[src/rtl/l1pa_regfile_loader.sv]
`default_nettype none
// ============================================================================
// Module   : l1pa_regfile_loader
// Brief    : Streams pages into the L1PA shift-pattern regfile type-0 write
//            port from a programmable base address, with completion status.
// Revision : 1.0 - initial release
// ============================================================================
module l1pa_regfile_loader #(
    parameter int PAGE_NUM   = 32,
    parameter int PAGE_WIDTH = 15,
    parameter int ADDR_WIDTH = $clog2(PAGE_NUM),
    parameter int CNT_WIDTH  = $clog2(PAGE_NUM + 1)
) (
    input  logic                  sys_clk,
    input  logic                  rst,
    input  logic                  start_i,
    input  logic [ADDR_WIDTH-1:0] base_addr_i,
    input  logic [CNT_WIDTH-1:0]  page_cnt_i,
    input  logic                  abort_i,
    input  logic [PAGE_WIDTH-1:0] pg_data_i,
    input  logic                  pg_valid_i,
    output logic                  pg_ready_o,
    output logic [ADDR_WIDTH-1:0] regType0_waddr_o,
    output logic [PAGE_WIDTH-1:0] regType0_wdata_o,
    output logic                  regType0_we_o,
    output logic                  busy_o,
    output logic                  done_o,
    output logic [CNT_WIDTH-1:0]  pages_written_o,
    output logic [PAGE_WIDTH-1:0] checksum_o,
    output logic                  cfg_err_o
);

    localparam logic [CNT_WIDTH-1:0]  c_PAGE_NUM_CNT = CNT_WIDTH'(PAGE_NUM);
    localparam logic [ADDR_WIDTH-1:0] c_LAST_ADDR    = ADDR_WIDTH'(PAGE_NUM - 1);

    typedef enum logic [1:0] {
        S_IDLE = 2'd0,
        S_LOAD = 2'd1,
        S_DONE = 2'd2
    } state_t;

    state_t                r_state;
    state_t                w_nextState;
    logic [ADDR_WIDTH-1:0] r_curAddr;
    logic [CNT_WIDTH-1:0]  r_remaining;
    logic                  r_we;
    logic [ADDR_WIDTH-1:0] r_waddr;
    logic [PAGE_WIDTH-1:0] r_wdata;
    logic [CNT_WIDTH-1:0]  r_pagesWritten;
    logic [PAGE_WIDTH-1:0] r_checksum;
    logic                  r_cfgErr;

    logic                  w_handshake;
    logic                  w_oversize;
    logic [CNT_WIDTH-1:0]  w_jobLen;
    logic [ADDR_WIDTH-1:0] w_nextAddr;

    // Oversized jobs are clamped to the regfile depth rather than rejected.
    assign w_oversize  = page_cnt_i > c_PAGE_NUM_CNT;
    assign w_jobLen    = w_oversize ? c_PAGE_NUM_CNT : page_cnt_i;
    assign w_nextAddr  = (r_curAddr == c_LAST_ADDR) ? '0 : r_curAddr + ADDR_WIDTH'(1);
    assign w_handshake = pg_valid_i && pg_ready_o;

    always_comb begin
        w_nextState = r_state;
        pg_ready_o  = 1'b0;
        busy_o      = 1'b0;
        done_o      = 1'b0;
        case (r_state)
            S_IDLE: begin
                if (start_i) begin
                    w_nextState = (w_jobLen != '0) ? S_LOAD : S_DONE;
                end
            end
            S_LOAD: begin
                busy_o     = 1'b1;
                pg_ready_o = !abort_i;
                if (abort_i) begin
                    w_nextState = S_IDLE;
                end else if (w_handshake && (r_remaining == CNT_WIDTH'(1))) begin
                    w_nextState = S_DONE;
                end
            end
            S_DONE: begin
                busy_o      = 1'b1;
                done_o      = 1'b1;
                w_nextState = S_IDLE;
            end
            default: w_nextState = S_IDLE;
        endcase
    end

    always_ff @(posedge sys_clk) begin
        if (rst) begin
            r_state        <= S_IDLE;
            r_curAddr      <= '0;
            r_remaining    <= '0;
            r_we           <= 1'b0;
            r_waddr        <= '0;
            r_wdata        <= '0;
            r_pagesWritten <= '0;
            r_checksum     <= '0;
            r_cfgErr       <= 1'b0;
        end else begin
            r_state <= w_nextState;
            r_we    <= w_handshake;
            if ((r_state == S_IDLE) && start_i) begin
                r_curAddr      <= base_addr_i;
                r_remaining    <= w_jobLen;
                r_pagesWritten <= '0;
                r_checksum     <= '0;
                r_cfgErr       <= w_oversize;
            end
            // Start and handshake are mutually exclusive (IDLE vs LOAD).
            if (w_handshake) begin
                r_waddr        <= r_curAddr;
                r_wdata        <= pg_data_i;
                r_curAddr      <= w_nextAddr;
                r_remaining    <= r_remaining - CNT_WIDTH'(1);
                r_pagesWritten <= r_pagesWritten + CNT_WIDTH'(1);
                r_checksum     <= r_checksum ^ pg_data_i;
            end
        end
    end

    assign regType0_we_o    = r_we;
    assign regType0_waddr_o = r_waddr;
    assign regType0_wdata_o = r_wdata;
    assign pages_written_o  = r_pagesWritten;
    assign checksum_o       = r_checksum;
    assign cfg_err_o        = r_cfgErr;

endmodule
`default_nettype wire

[config.mk]
export PLATFORM = sky130hd
export DESIGN_NAME = l1pa_regfile_loader
export DESIGN_NICKNAME = d
export VERILOG_FILES = /design/src/rtl/l1pa_regfile_loader.sv
export SDC_FILE = /design/constraint.sdc
export NUM_CORES = 1
export LEC_CHECK = 0
export CORE_MARGIN = 1
export CORE_UTILIZATION = 45
export DETAILED_ROUTE_END_ITERATION = 7
export PLACE_DENSITY = 0.75
export SETUP_SLACK_MARGIN = 0.1
export SLEW_MARGIN = 30
export SYNTH_ARGS = -nofsm -noshare
export SYNTH_HDL_FRONTEND = slang
export SYNTH_SLANG_ARGS = --single-unit
[constraint.sdc]
create_clock -name sys_clk -period 2.1 [get_ports sys_clk]
set_clock_uncertainty 0.15 [all_clocks]
set_input_delay 0.42 -clock sys_clk [delete_from_list [all_inputs] [get_ports sys_clk]]
set_output_delay 0.42 -clock sys_clk [all_outputs]
set_load 0.02 [all_outputs]
# Yosys cells after proc, flatten, opt, wreduce, memory -nomap -nowiden
# Cells that the tools add are included.
# totals
input_bits,31
regBits,56
output_inout_bits,46
elab_cells,47
# op_classes
eq_ne,6
mux,18
reduce_logical,9
add_sub_neg,3
n_bitwise,1
order_cmp,1
# ops
cell,count
$mux W15,2
$mux W6,5
$mux W5,3
$xor A15 B15 Y15,1
$mux W2,4
$add A6 B1 Y6 const B,1
$eq A6 B1 Y1 const B,1
$gt A6 B6 Y1 const B,1
$reduce_bool A6 Y1,1
$sub A6 B1 Y6 const B,1
$add A5 B1 Y5 const B,1
$eq A5 B5 Y1 const B,1
$pmux W2 S2,1
$logic_and A1 B1 Y1,3
$mux W1,3
$ne A3 B3 Y1 const B,1
$eq A2 B1 Y1 const B,1
$eq A2 B2 Y1 const B,1
$logic_not A2 Y1,1
$ne A2 B2 Y1 const B,1
$reduce_and A2 Y1,1
$reduce_bool A2 Y1,1
$reduce_or A2 Y1,1
$logic_not A1 Y1,1

# Logic depth before layout (Yosys ltp)
# depth
ltp_word,7
ltp_mapped,8
depth_no_buf,6

# Worst setup path before layout
# No wires, ideal clock.
# synth_path
kind,in2reg
startpoint,input port page_cnt_i[0]
endpoint,register r_state[1]
setup_time_ps,103
path_buffers,0
t_arrival_ps,1486
slack_ps,360
cell_stages,4
cell_sequence,or4_4 nor3_4 o22ai_1 a2111oi_2
# synth_between
elab_chain_len,6
# synth_lines
element,line_no,text
from (decl),18,"input logic [CNT_WIDTH-1:0] page_cnt_i,"
$gt A6 B6 Y1,59,assign w_oversize = page_cnt_i > c_PAGE_NUM_CNT;
$mux W6 *,60,assign w_jobLen = w_oversize ? c_PAGE_NUM_CNT : page_cnt_i;
$reduce_bool A6 Y1 *,72,w_nextState = (w_jobLen != '0) ? S_LOAD : S_DONE;
$mux W2 *,72,
$mux W2 *,71,if (start_i) begin
$pmux W2 S2 *,69,case (r_state)
to (signal assigned),105,r_state <= w_nextState;
to (decl),42,state_t r_state;
# Mark *: on every way between the ends. The rest lies on a longest branch, timed or not. The select of a mux whose other input is x is not followed.
# A chain may end at the register's enable or synchronous reset.

# Worst setup path after layout
# layout_path
startpoint,"register r_pagesWritten[1], in the netlist pages_written_o[1]"
endpoint,output port pages_written_o[1]
# layout_lines
element,line_no,text
from (decl),49,logic [CNT_WIDTH-1:0] r_pagesWritten;
from (signal assigned),120,r_pagesWritten <= r_pagesWritten + CNT_WIDTH'(1);
to (decl),28,"output logic [CNT_WIDTH-1:0] pages_written_o,"
# No word-level cell between the ends.

==> impl_metrics.ini <==
[status]
status = completed

[clocking]
cts_hold_repair.buffers = 0
cts_max_level = 2
post_cts_buffers = 0
cts_num_sinks = 56
clk_latency_ps = 300
clockBufferDepth = 2
clk_pin_slew_worst_paths_ps = 100
cts_root_buf = clkbuf_8
cts_tree = built
cts_buffers = 5

[yosys]
yosys.area.top_type_share_pct = 47.6
synthesis.area_mm2 = 0.00235
synth_edf_count = 0
ys_ff_latch = 56
synth_area_leader_cell = dfxtp_1
ys.flop_type = dfxtp_1
yosys_warnings = 0
synth_nets = 316
syn_inst = 277
avgSynthCellArea_um2 = 8.50
synth_common_cells = dfxtp_1 (56), nand2_1 (50), nor2_1 (33), a21oi_1 (31), xor2_1 (15)
yosysSeqAreaShare_pct = 47.6
synth_cell_types = 39
async_reset_ff_share_pct = 0
yosys-top-cells-area = dfxtp_1 (48%), nand2_1 (8.0%), a21oi_1 (6.6%), xor2_1 (5.6%), nor2_1 (5.3%)
yosysMostFrequentCell = dfxtp_1

[routing]
dr.pass1.iters = 5
via_per_inst = 5.08
wire_per_inst_um = 13.8
drtAntennaViolNets = 0
route.vias.total = 2198
drt_wl_total_mm = 5.96
drc = 0
drt-initial-drc-count = 128

[layout]
diodes = 0
final_nets = 404
layout-area-overhead-vs-synth_pct = 44.7
drive_gt1_share_pct = 9.29
utilization_pct = 69.8
n_fill_cell = 430
finalNonFillerCells = 433
fin_area_mm2 = 0.00341

[worst_setup_path]
crit_path_start_kind = register
worstPathArrival_ps = 1350
worst-path-buf-inv = 1
required_ps = 1530
cp.depth = 1
cp-startpoint = pages_written_o[1]$_SDFFE_PP0P_
critPathSlowestCell = clkdlybuf4s50_1
reg2reg_slack_ps = 240
timing.rr.start = r_state[1]$_SDFFE_PP0P_
crit_type = register to primary output
rr_endpoint = r_curAddr[3]$_SDFFE_PP0P_
endpoint = pages_written_o[1]
cp_top_family = buffers and inverters
slowest_delay_ps = 630
crit_path_end_kind = primary output
rr_worst_depth = 6
path_max_fanout = 4
crit_chain = clkdlybuf4s50_1

[timing]
tns_ps = 0
hold_violations = 0
setup_viol = 0
fin_crit_ps = 1920
period_share_pct = 91.2
slew_violations = 0
slew_headroom_pct = 74.7
rsz0062_at_grt = false
worstMarginPinSlew_ps = 377
clock.fmax_mhz = 522

[global_routing]
overflow = 0
grt_max_degree = 23
grt_first_pass_wirelength_mm = 9.20
grtUsageTotal_pct = 21.9
antenna_found_initial = 0
grt_pass1_vias = 2012

[placement]
gp_congestion = 0.837
dp_hpwl_mm = 4.36
place_area_mm2 = 0.00330
place_inst = 425
portBuffers = 76

[run]
maxCapViolCount = 0

[floorplanning]
die-area_mm2 = 0.00553
ios = 77
die_y_um = 74.3
initial_utilization_pct = 48.3
row_count = 25
coreArea_mm2 = 0.00488
die_w_um = 74.3

[power]
p_per_area_mw_per_mm2 = 658
leakagePower_nw = 1.28
p_total_mw = 2.24
ir_worst_vdd_v = 0.000468

[min_path]
hold_class = register to register
metal layers:
layer  global-route usage, %  vias to the layer above  routed length [um]
li1                        -                     1112                   -
met3                    5.96                        2                 357
met1                    28.5                     1026                2660
met5                       0                        -                   0
met4                    4.61                        0                  27
met2                    36.8                       58                2910
placed cells by master (no fill, tap or decap), types with 2 or more instances in the layout:
cell type	count
a21oi_1	31
o21ai_0	5
a211oi_1	8
a31oi_1	4
xor2_1	15
nor2_1	32
nand3b_1	3
clkdlybuf4s50_1	73
clkbuf_8	5
dfxtp_1	56
xnor2_1	4
nand3_1	4
ha_1	8
buf_4	20
and2_1	2
nand2_1	50
inv_1	8
nor3_1	7
nor3b_1	2
a311oi_1	2
final cells by class:
| type | count | area (um2) | share of cell area [%] |
|---|---|---|---|
| timing repair buffer | 97 | 925 | 27.1 |
| tap | 67 | 83.8 | 2.46 |
| clock buffer | 6 | 72.6 | 2.13 |
| inverter | 8 | 30.0 | 0.881 |
| sequential | 56 | 1120 | 32.9 |
| multi-input combinational | 197 | 1140 | 33.5 |
| clock inverter | 2 | 35.0 | 1.03 |
registers in the layout, indices dropped and copies added (netlist names):
name,flops
r_curAddr,5
checksum_o,15
regType0_we_o,1
r_remaining,6
pages_written_o,6
cfg_err_o,1
regType0_wdata_o,15
r_state,2
regType0_waddr_o,5
per-stage QoR:
step / hold WS, ps / worst slack, ps
after global placement: 291 / -116
after detailed placement: 298 / -156
after global routing: 325 / 118
final: 308 / 185
after CTS: 311 / 61.1
after floorplan: 284 / 360
report_power, final:
group          total [mW]  switching, mW  leakage, nW  internal [mW]
Combinational       0.406          0.208        0.767          0.197
Clock               0.699          0.345       0.0552          0.355
Sequential           1.14         0.0342        0.454           1.10
cells by family (layout without fill, tap and decap cells):
family	count (synthesis)	after routing	synth area share (%)
adder cells (fa/ha/maj)	8	8	4.25
flip-flops	56	56	47.6
AO/OA/AOI/OAI	59	59	15.5
AND/OR/NAND/NOR	110	110	21.0
multiplexers	1	1	0.478
buffers and inverters	24	113	4.09
XOR/XNOR	19	19	7.07
worst min-delay path by stage:
stage                                 startpoint                                end  slack (ps)  depth (start not counted)
6_report       regType0_wdata_o[12]$_SDFFE_PP0P_  regType0_wdata_o[12]$_SDFFE_PP0P_         310                          2
3_5_place_dp   regType0_wdata_o[12]$_SDFFE_PP0P_  regType0_wdata_o[12]$_SDFFE_PP0P_         300                          2
4_1_cts        regType0_wdata_o[12]$_SDFFE_PP0P_  regType0_wdata_o[12]$_SDFFE_PP0P_         310                          2
2_1_floorplan        r_remaining[5]$_SDFFE_PP0P_        r_remaining[5]$_SDFFE_PP0P_         280                          1
5_1_grt        regType0_wdata_o[13]$_SDFFE_PP0P_  regType0_wdata_o[13]$_SDFFE_PP0P_         320                          2
3_3_place_gp    regType0_wdata_o[1]$_SDFFE_PP0P_   regType0_wdata_o[1]$_SDFFE_PP0P_         290                          2
timing repair:
action	in CTS	in global routing
pin swaps	0	1
endpoints found under the setup margin	3	4
endpoints found under the hold margin	0	0
gates resized for setup	3	4
(Power assumes the default switching activity.)
